`src/rtl/uart_frame_assembler.sv`:
```
// Gathers UART receive bytes into mode-terminated command frames and presents each good frame as one wide word.
// Optional saturating reject counter: define UART_FRAME_ASM_ERRCNT_EN.
`timescale 1ns/1ps

module uart_frame_assembler #(
  parameter int DBITS          = 8,
  parameter int FRAME_BYTES    = 18,
  parameter int SHORT_MODE     = 65,
  parameter int MODE_LO        = 64,
  parameter int MODE_HI        = 69,
  parameter int TIMEOUT_CYCLES = 103340
) (
  input  logic                         clk,
  input  logic                         reset_n,
  input  logic [DBITS-1:0]             rx_data,
  input  logic                         rx_valid,
  output logic [FRAME_BYTES*DBITS-1:0] frame_out,
  output logic                         frame_valid,
  output logic                         busy,
  output logic [7:0]                   err_count
);

  localparam int FW = FRAME_BYTES * DBITS;
  localparam int IW = $clog2(FRAME_BYTES + 1);
  localparam int TW = $clog2(TIMEOUT_CYCLES + 1);

  localparam logic [DBITS-1:0] SHORT_C   = DBITS'(SHORT_MODE);
  localparam logic [DBITS-1:0] MODE_LO_C = DBITS'(MODE_LO);
  localparam logic [DBITS-1:0] MODE_HI_C = DBITS'(MODE_HI);
  localparam logic [TW-1:0]    TO_LAST   = TW'(TIMEOUT_CYCLES - 1);

  typedef enum logic [1:0] {
    IDLE    = 2'd0,
    COLLECT = 2'd1,
    EMIT    = 2'd2
  } state_t;

  state_t state, state_nxt;

  logic [FW-1:0]    buffer;
  logic [FW-1:0]    frame_masked;
  logic [IW-1:0]    index;
  logic [IW-1:0]    frame_len;
  logic [DBITS-1:0] mode;
  logic [TW-1:0]    idle_cnt;

  logic is_mode;
  logic start;
  logic store;
  logic term_ok;
  logic term_bad;
  logic timeout;

  assign is_mode = (rx_data >= MODE_LO_C) && (rx_data <= MODE_HI_C);
  assign busy    = (state == COLLECT);

  // NOTE: state registers use non-blocking assignments so every flop samples pre-edge values.
  always_ff @(posedge clk or negedge reset_n) begin
    if (!reset_n) state <= IDLE;
    else          state <= state_nxt;
  end

  // NOTE: every signal gets a default before the case so no path leaves one unassigned (no latches).
  always_comb begin
    state_nxt = state;
    start     = 1'b0;
    store     = 1'b0;
    term_ok   = 1'b0;
    term_bad  = 1'b0;
    timeout   = 1'b0;
    case (state)
      IDLE, EMIT: begin
        // EMIT lasts one cycle and accepts a new mode byte just like IDLE.
        if (rx_valid && is_mode) begin
          start     = 1'b1;
          state_nxt = COLLECT;
        end else begin
          state_nxt = IDLE;
        end
      end
      COLLECT: begin
        if (rx_valid) begin
          if (index == frame_len - IW'(1)) begin
            if (rx_data == mode) begin
              store     = 1'b1;
              term_ok   = 1'b1;
              state_nxt = EMIT;
            end else begin
              term_bad  = 1'b1;
              state_nxt = IDLE;
            end
          end else begin
            store = 1'b1;
          end
        end else if (idle_cnt == TO_LAST) begin
          timeout   = 1'b1;
          state_nxt = IDLE;
        end
      end
      default: state_nxt = IDLE;
    endcase
  end

  // Bytes beyond the latched frame length read as zero in the presented word.
  always_comb begin
    frame_masked = buffer;
    for (int i = 0; i < FRAME_BYTES; i++) begin
      if (IW'(i) >= frame_len) frame_masked[i*DBITS +: DBITS] = '0;
    end
  end

  // NOTE: buffer is a plain flop array rather than a RAM, so it takes the async reset with everything else.
  always_ff @(posedge clk or negedge reset_n) begin
    if (!reset_n) begin
      buffer      <= '0;
      frame_out   <= '0;
      frame_valid <= 1'b0;
      index       <= '0;
      frame_len   <= '0;
      mode        <= '0;
      idle_cnt    <= '0;
    end else begin
      frame_valid <= 1'b0;
      if (state == EMIT) begin
        frame_out   <= frame_masked;
        frame_valid <= 1'b1;
      end

      if (start) begin
        buffer[DBITS-1:0] <= rx_data;
        mode              <= rx_data;
        frame_len         <= (rx_data == SHORT_C) ? IW'(3) : IW'(FRAME_BYTES);
        index             <= IW'(1);
        idle_cnt          <= '0;
      end else if (state == COLLECT) begin
        if (rx_valid) begin
          idle_cnt <= '0;
          if (term_bad) begin
            buffer <= '0;
            index  <= '0;
          end else if (store) begin
            buffer[index*DBITS +: DBITS] <= rx_data;
            index <= term_ok ? '0 : index + IW'(1);
          end
        end else if (timeout) begin
          buffer   <= '0;
          index    <= '0;
          idle_cnt <= '0;
        end else begin
          idle_cnt <= idle_cnt + TW'(1);
        end
      end
    end
  end

`ifdef UART_FRAME_ASM_ERRCNT_EN
  logic [7:0] err_q;

  always_ff @(posedge clk or negedge reset_n) begin
    if (!reset_n) begin
      err_q <= 8'd0;
    end else if ((term_bad || timeout) && (err_q != 8'hFF)) begin
      err_q <= err_q + 8'd1;
    end
  end

  assign err_count = err_q;
`else
  assign err_count = 8'd0;
`endif

endmodule

```
`config.mk`:
```
export PLATFORM = sky130hd
export DESIGN_NAME = uart_frame_assembler
export DESIGN_NICKNAME = d
export VERILOG_FILES = /design/src/rtl/uart_frame_assembler.sv
export SDC_FILE = /design/constraint.sdc
export NUM_CORES = 1
export LEC_CHECK = 0
export BUFFER_PORTS_ARGS = -buffer_cell sky130_fd_sc_hd__buf_2
export CAP_MARGIN = 10
export CORE_ASPECT_RATIO = 1.2
export CORE_MARGIN = 4
export CORE_UTILIZATION = 50
export DETAILED_ROUTE_END_ITERATION = 7
export PLACE_DENSITY = 0.7
export SETUP_SLACK_MARGIN = 0.15
export SLEW_MARGIN = 20
export SYNTH_ARGS = -nofsm -noshare
export SYNTH_HDL_FRONTEND = slang
export SYNTH_SLANG_ARGS = --single-unit
```
`constraint.sdc`:
```
create_clock -name clk -period 3.74 [get_ports clk]
set_clock_uncertainty 0.05 [all_clocks]
set_input_delay 0.374 -clock clk [delete_from_list [all_inputs] [get_ports clk]]
set_output_delay 0.374 -clock clk [all_outputs]
set_load 0.01 [all_outputs]
```
# [Yosys cells after proc, flatten, opt, wreduce, memory -nomap -nowiden]
# Cells that the tools add are included.
[classes] n_addsub=4 muxes=60 n_shift=2 n_eq_ne=10 n_reduce_logical=10 bitwise_logic=1 order_cmp=20
[op_table] cell="144-bit two-way mux" n=4
[op_table] cell="8-bit two-way mux" n=20
[op_table] cell="144-bit bitwise mux" n=1
[op_table] cell="8-bit by 34-bit variable shift with 144-bit output (first input constant)" n=1
[op_table] cell="8-bit by 34-bit indexed part select with 144-bit output" n=1
[op_table] cell="17-bit two-way mux" n=4
[op_table] cell="4-bit by 5-bit >= comparator with 1-bit output (first input constant)" n=8
[op_table] cell="5-bit two-way mux" n=8
[op_table] cell="8-bit negation with 34-bit output" n=1
[op_table] cell="3-bit by 5-bit >= comparator with 1-bit output (first input constant)" n=4
[op_table] cell="1-bit two-way mux" n=18
[op_table] cell="17-bit by 1-bit adder with 17-bit output (second input constant)" n=1
[op_table] cell="17-bit == test (second input constant)" n=1
[op_table] cell="1-bit by 5-bit >= comparator with 1-bit output (first input constant)" n=2
[op_table] cell="2-bit by 5-bit >= comparator with 1-bit output (first input constant)" n=2
[op_table] cell="5-bit >= comparator (first input constant)" n=2
[op_table] cell="8-bit by 7-bit == test with 1-bit output (second input constant)" n=1
[op_table] cell="8-bit == test" n=1
[op_table] cell="8-bit by 7-bit >= comparator with 1-bit output (second input constant)" n=1
[op_table] cell="8-bit by 7-bit less-or-equal comparator with 1-bit output (second input constant)" n=1
[op_table] cell="2-bit two-way mux" n=4
[op_table] cell="3-bit by 2-bit != test with 1-bit output (second input constant)" n=2
[op_table] cell="5-bit by 1-bit adder with 5-bit output (second input constant)" n=1
[op_table] cell="5-bit == test" n=1
[op_table] cell="15 further kinds" n=17
[totals] regBits=326 wordCells=116

# [Longest topological paths before layout]
# Gate-level depths: netlist of the first run.
[logic_depth] word_depth=11 mapped_depth=11 mapped_depth_nobuf=10

# [Worst setup path after synthesis of the first run]
# No wires, ideal clock.
[synth_timing] path_type="reg2reg" startpoint="register index[0]" endpoint="register buffer[47]" synth_period_minus_slack_ns=2.756 stages_incl_launch_ff=12 arrival_time_ns=2.630 required_ns=3.614 setup_slack_ns=0.984 path_cell_list="dfrtp_1 buf_2 inv_1 ha_1 nor3b_1 ha_1 nand3_1 or3b_1 buf_2 or3_1 buf_2 o2bb2ai_2"
[synth_via] elab_chain_cells=6 word_cells_on_any_way=16
[synth_rtl] item="start, declared" line_no="42" text="logic [IW-1:0] index;"
[synth_rtl] item="start signal, assigned" line_no="143" text="index <= term_ok ? '0 : index + IW'(1);"
[synth_rtl] item="8-bit negation with 34-bit output / 5-bit == test (equally long branches)" line_no="142, 83"
[synth_rtl] item="8-bit by 34-bit indexed part select with 144-bit output, or another cell as far along" line_no="142" text="buffer[index*DBITS +: DBITS] <= rx_data;"
[synth_rtl] item="144-bit bitwise mux / 1-bit two-way mux (equally long branches)" line_no="142, 82"
[synth_rtl] item="144-bit two-way mux / 1-bit two-way mux (equally long branches)" line_no="141, 71"
[synth_rtl] item="144-bit two-way mux / 3-bit by 1-bit != test with 1-bit output (equally long branches)"
[synth_rtl] item="144-bit two-way mux / 4-bit AND reduction (equally long branches)"
[synth_rtl] item="end signal, assigned by index" line_no="130" text="buffer[DBITS-1:0] <= rx_data;"
[synth_rtl] item="end signal, assigned by index" line_no="142"
[synth_rtl] item="end, declared" line_no="40" text="logic [FW-1:0] buffer;"
# Parallel ways exist; a longest one is shown, timed or not. The select of a mux whose other input is x is not followed.
# A chain may end at the register's enable or synchronous reset.

# [Worst setup path after layout of the first run]
[layout_timing] startpoint="register index[0]" endpoint="register buffer[20]"
# The elaborated chain is that of the path after synthesis.

==> results_dict.tcl, run 1 <==
set metrics [dict create \
    synth_edf_count 0 \
    synth.largest_area_cell "sky130_fd_sc_hd__dfrtp_1" \
    max_slew.worst_pin.slew_ns 1.07 \
    max_cap_violations 0 \
    synthMostInstantiatedCell "sky130_fd_sc_hd__dfrtp_1" \
    timing.final.ws_setup_ns 0.531 \
    post-route-min-period_ns 3.21 \
    post-synth-top-area-fraction 0.603 \
    post_synth_main_area_contributors "sky130_fd_sc_hd__dfrtp_1, sky130_fd_sc_hd__a22o_1, sky130_fd_sc_hd__nand2_1" \
    grt_pass1_vias 10100 \
    total_leakage_power_nw 8.01 \
    final_antenna_net_count 0 \
    insertion_delay_ns 0.55 \
    post-place-ws_ns 0.590 \
    cts_made_buffers 31 \
    core_area_um2 26400 \
    dp_hpwl_mm 23.3 \
    run_status "finished clean" \
    synthDistinctLibCells 62 \
    syn_area_um2 13400 \
    grt_start_max_net_pins 159 \
    irDropWorstVdd_mv 0.348 \
    slew_margin_rel 0.289 \
    vias_per_cell 5.90 \
    die_width_um 158 \
    design.die.area_um2 29600 \
    grt_first_pass_wirelength_mm 56.3 \
    cp_data_arrival_time_ns 3.64 \
    drc 0 \
    rsz0062_at_grt "false" \
    detail_route.wirelength_mm 35.0 \
    clk_transition_reported_paths_ns 0.07 \
    grt_overflow 0 \
    final_design_area_no_fill_um2 15600 \
    finalMaxSlewViolations 0 \
    ys_ff_latch 324 \
    route.detailed.wl_per_inst_um 20.3 \
    setup-tns-final_ns 0 \
    tritoncts "done" \
    syn2layout_area_growth_pct 16.1 \
    nNetsFinal 1380 \
    critPathKind "register to register" \
    cts_max_path_buffers 3 \
    power_density_over_cell_area_nw_per_um2 497 \
    worstPathMaxFanout 13 \
    syn-instance-count 1231 \
    drt_first_pass_iters 5 \
    placement_rows 65 \
    max_freq_mhz 312 \
    synth.cells.most_frequent "sky130_fd_sc_hd__dfrtp_1, sky130_fd_sc_hd__nand2_1, sky130_fd_sc_hd__a22o_1" \
    finalHoldViolations 0 \
    worst_setup_path_start_kind "register" \
    setup_violations 0 \
    grt.total_usage 0.235 \
    synthesis.yosys.warnings 0 \
    die_height_um 188 \
    io_buffer_count 156 \
    period_share 0.858 \
    synth_seq_area_share 0.603 \
    initial_core_util 0.509 \
    cts_resized 0 \
    cts-root-buf "sky130_fd_sc_hd__clkbuf_16" \
    crit_required_ns 4.17 \
    num_antenna_cells 0 \
    place_area_um2 14500 \
    async_flop_share 1.00 \
    cts_sinks 324 \
    critPathCaptureType "register" \
    yosys_most_used_dff "sky130_fd_sc_hd__dfrtp_1" \
    globalplace.congestion 0.896 \
    clock_tree.htree_level_count 1 \
    fraction_of_final_layout_cells_sized_beyond_drive_strength_1 0.203 \
    drt_iter0_markers 856 \
    boundaryPins 165 \
    synth_area_per_cell_um2 10.9 \
    antenna_found_initial 0 \
    vias 10200 \
    hold_path_class "input pin to register" \
]
## cells in the final DEF, fill, tap and decap left out, types with 21 or more instances in the layout
cell type,count
sky130_fd_sc_hd__a22o_1,124
sky130_fd_sc_hd__a32o_1,24
sky130_fd_sc_hd__buf_2,155
sky130_fd_sc_hd__buf_4,21
sky130_fd_sc_hd__clkbuf_16,31
sky130_fd_sc_hd__dfrtp_1,323
sky130_fd_sc_hd__inv_1,23
sky130_fd_sc_hd__nand2_1,244
sky130_fd_sc_hd__nand3_1,116
sky130_fd_sc_hd__nor2_1,54
sky130_fd_sc_hd__o21ai_0,31
## worst max-delay path: stages, from the launching register on
cell and delay [ns]:
sky130_fd_sc_hd__dfrtp_1 0.62, sky130_fd_sc_hd__inv_1 0.16, sky130_fd_sc_hd__ha_1 0.28, sky130_fd_sc_hd__nor3b_1 0.15, sky130_fd_sc_hd__ha_1 0.40, sky130_fd_sc_hd__nand3_1 0.16, sky130_fd_sc_hd__or2_1 0.39, sky130_fd_sc_hd__nor3_1 0.70
sky130_fd_sc_hd__a22o_1 0.24
## path summary, 6_finish.rpt
check                                from             end  slack (ns)  cells after the start
max                              index[0]      buffer[20]        0.53                      8
min                              rx_valid        index[0]        0.13                      3
max reg2reg                      index[0]      buffer[20]        0.53                      8
min reg2reg                frame_out[118]  frame_out[118]        0.41                      2
max in group asynchronous         reset_n      buffer[78]        2.25                      3
min in group asynchronous         reset_n   frame_out[29]        0.24                      2
## flip-flops by register name, summed over array words and instances (netlist names)
register and flops:
idle_cnt 17, mode 8, frame_valid 1, frame_out 144
state 2, index 5, buffer 144, frame_len 3
## metal layers
layer  track usage  wire length [µm]  up-vias
met1         0.337             14900     5067
met5             0                 0        -
met3        0.0344              2100       83
li1              -                 -     4643
met2         0.363             16600      360
met4        0.0884              1380        0
## area by class of cell
type,instances,area (µm²)
clock inverter,17,280
tap,335,419
fill,2172,10800
multi-input combinational,801,4890
clock buffer,41,843
inverter,24,90.1
sequential,324,8110
timing repair buffer,179,978
## what timing repair did
| item | CTS | global route |
|---|---|---|
| setup endpoints to repair | 0 | 0 |
| hold buffers | 1 | 0 |
| buffers inserted | 0 | 0 |
| hold endpoints to repair | 37 | 0 |
## where the power goes
| part | internal, W | switching (W) | total [W] |
|---|---|---|---|
| clock network | 0.00207 | 0.00133 | 0.00341 |
| logic | 0.000189 | 0.000513 | 0.000702 |
| registers | 0.00357 | 0.0000794 | 0.00364 |
## per-stage QoR
step | cells | utilization | hold slack [ns] | power, W
2_1_floorplan | 1238 | - | 0.0284 | 0.00415
3_3_place_gp | 1662 | 0.548 | 0.225 | 0.00439
3_5_place_dp | 1662 | 0.548 | 0.230 | 0.00440
4_1_cts | 1721 | 0.591 | 0.103 | 0.00780
5_1_grt | 1721 | 0.591 | 0.192 | 0.00805
6_report | 1721 | 0.591 | 0.128 | 0.00775
## cell families (layout without fill, tap and decap cells)
family / after synthesis / in the layout / share of synthesized area
AO/OA/AOI/OAI: 275 / 275 / 0.171
XOR/XNOR: 13 / 13 / 0.00902
adder cells (fa/ha/maj): 8 / 8 / 0.00744
buffers and inverters: 113 / 261 / 0.0362
flip-flops: 324 / 324 / 0.603
multiplexers: 3 / 3 / 0.00316
other: 1 / 8 / 0.000279
AND/OR/NAND/NOR: 494 / 494 / 0.170
No activity file was read; power rests on OpenSTA's default activity.
==> run 2: changes to the inputs <==
- BUFFER_PORTS_ARGS: -buffer_cell sky130_fd_sc_hd__buf_2 -> default
- CORE_MARGIN: 4 -> 3
- DONT_BUFFER_PORTS: default -> 1
- PLACE_DENSITY: 0.7 -> default
==> run 2 against run 1 <==
The flow now finishes with violations (hold timing). Utilization is 2.9 points lower. Sequential power hardly changed. Clock power is 6% lower. Final area is 5.3% lower. Critical path type unchanged. Largest cell class unchanged.
==> results_dict.tcl, run 2 (synthesis results as in run 1) <==
set metrics [dict create \
    drt_iter0_markers 628 \
    worst_hold_slack_ns -0.520 \
    max_cap_violations 0 \
    placement_rows 65 \
    route.detailed.wl_per_inst_um 22.3 \
    cp_data_arrival_time_ns 3.71 \
    critPathCaptureType "register" \
    vias 9335 \
    setup-tns-final_ns 0 \
    nNetsFinal 1226 \
    core_area_um2 26400 \
    total_leakage_power_nw 7.14 \
    grt_pass1_vias 9188 \
    hold_path_class "input pin to asynchronous set/reset pin" \
    grt.total_usage 0.239 \
    drc 0 \
    fraction_of_final_layout_cells_sized_beyond_drive_strength_1 0.0959 \
    grt_start_max_net_pins 325 \
    boundaryPins 165 \
    dp_hpwl_mm 21.5 \
    initial_core_util 0.510 \
    tritoncts "done" \
    worst_setup_path_start_kind "register" \
    post_cts_buffers 0 \
    post_cts_hold_buffer_count 9 \
    power_density_over_cell_area_nw_per_um2 506 \
    sw_pwr_w 0.00183 \
    setup_violations 0 \
    largestRegisters "buffer x144, frame_out x144, idle_cnt x17" \
    proportion_of_power_drawn_by_the_clock_network 0.429 \
    die_width_um 156 \
    power_frac_seq 0.487 \
    share_comb_of_total_power 0.083 \
    die_height_um 186 \
    clk_transition_reported_paths_ns 0.06 \
    timing.final.ws_setup_ns 0.458 \
    slew_margin_rel 0.260 \
    final_cell_mix "sky130_fd_sc_hd__dfrtp_1, sky130_fd_sc_hd__nand2_1, sky130_fd_sc_hd__a22o_1" \
    crit_required_ns 4.17 \
    worst-r2r-setup-slack_ns 0.46 \
    post-route-min-period_ns 3.28 \
    cts_sinks 324 \
    num_antenna_cells 0 \
    detail_route.wirelength_mm 34.9 \
    vias_per_cell 5.96 \
    p_sw_frac 0.245 \
    irDropWorstVdd_mv 0.372 \
    period_share 0.878 \
    grt_first_pass_wirelength_mm 54.8 \
    cts_made_buffers 31 \
    worstPathMaxFanout 13 \
    violations "hold timing" \
    cts-root-buf "sky130_fd_sc_hd__clkbuf_16" \
    finalMaxSlewViolations 0 \
    rsz0062_at_grt "false" \
    post-place-ws_ns 0.468 \
    insertion_delay_ns 0.57 \
    clock_tree.htree_level_count 1 \
    finalHoldViolations 324 \
    grt_overflow 0 \
    drt_first_pass_iters 5 \
    antenna_found_initial 0 \
    io_buffer_count 0 \
    cts_resized 0 \
    max_slew.worst_pin.slew_ns 1.11 \
    globalplace.congestion 0.911 \
    cts_max_path_buffers 3 \
    syn2layout_area_growth_pct 9.94 \
    max_freq_mhz 305 \
    internal_w 0.00565 \
    design.die.area_um2 28900 \
    run_status "complete, but fails checks" \
    final_antenna_net_count 0 \
    critPathKind "register to register" \
    most_frequent_standard_cell_in_the_layout_excluding_fill_and_tap_cells "sky130_fd_sc_hd__dfrtp_1" \
]
## run 2: stage by stage
stage | area (µm²) | util | hold slack [ns] | cells | total power (W)
floorplan | 13500 | - | 0.0284 | 1238 | 0.00415
global placement | 13600 | 0.518 | 0.0398 | 1500 | 0.00428
detailed placement | 13600 | 0.518 | 0.0409 | 1500 | 0.00429
CTS | 14800 | 0.561 | -0.553 | 1565 | 0.00755
global route | 14800 | 0.561 | -0.551 | 1565 | 0.00776
finish | 14800 | 0.561 | -0.520 | 1565 | 0.00749
## run 2: metal layers
layer / vias to the layer above / wire length, µm / share of wire / track usage
li1: 4335 / - / - / -
met1: 4695 / 15400 / 0.44 / 0.338
met2: 260 / 16700 / 0.48 / 0.388
met3: 45 / 2150 / 0.062 / 0.0440
met4: 0 / 678 / 0.019 / 0.0546
met5: - / 0 / 0 / 0
## run 2: path summary, 6_finish.rpt
| kind | cells past startpoint | from | endpoint |
|---|---|---|---|
| max | 8 | index[0] | buffer[20] |
| min | 0 | reset_n | frame_valid |
| max reg2reg | 8 | index[0] | buffer[20] |
| min reg2reg | 1 | buffer[123] | buffer[123] |
| max in group asynchronous | 0 | reset_n | frame_out[43] |
| min in group clk | 3 | rx_data[0] | frame_len[4] |
## run 2: worst max-delay path, stage by stage (launching register included)
cell and delay, ns:
sky130_fd_sc_hd__dfrtp_1 0.62, sky130_fd_sc_hd__inv_1 0.17, sky130_fd_sc_hd__ha_1 0.29, sky130_fd_sc_hd__nor3b_1 0.16
sky130_fd_sc_hd__ha_1 0.40, sky130_fd_sc_hd__nand3_1 0.14, sky130_fd_sc_hd__or2_1 0.38, sky130_fd_sc_hd__nor3_1 0.76
sky130_fd_sc_hd__a22o_1 0.24
## run 2: layout make-up
cell class / instances / area (µm²)
clock buffer: 46 / 922
fill: 2287 / 11600
clock inverter: 10 / 131
inverter: 24 / 90.1
timing repair buffer: 25 / 223
sequential: 324 / 8110
tap: 335 / 419
multi-input combinational: 801 / 4890
## run 2: power by group through the flow
| stage | Clock (W) | Sequential [W] | Combinational (W) |
|---|---|---|---|
| 2_1_floorplan | 0 | 0.00367 | 0.000488 |
| 3_3_place_gp | 0 | 0.00371 | 0.000573 |
| 3_5_place_dp | 0 | 0.00371 | 0.000575 |
| 4_1_cts | 0.00329 | 0.00365 | 0.000615 |
| 5_1_grt | 0.00343 | 0.00366 | 0.000679 |
| 6_report | 0.00321 | 0.00365 | 0.000625 |
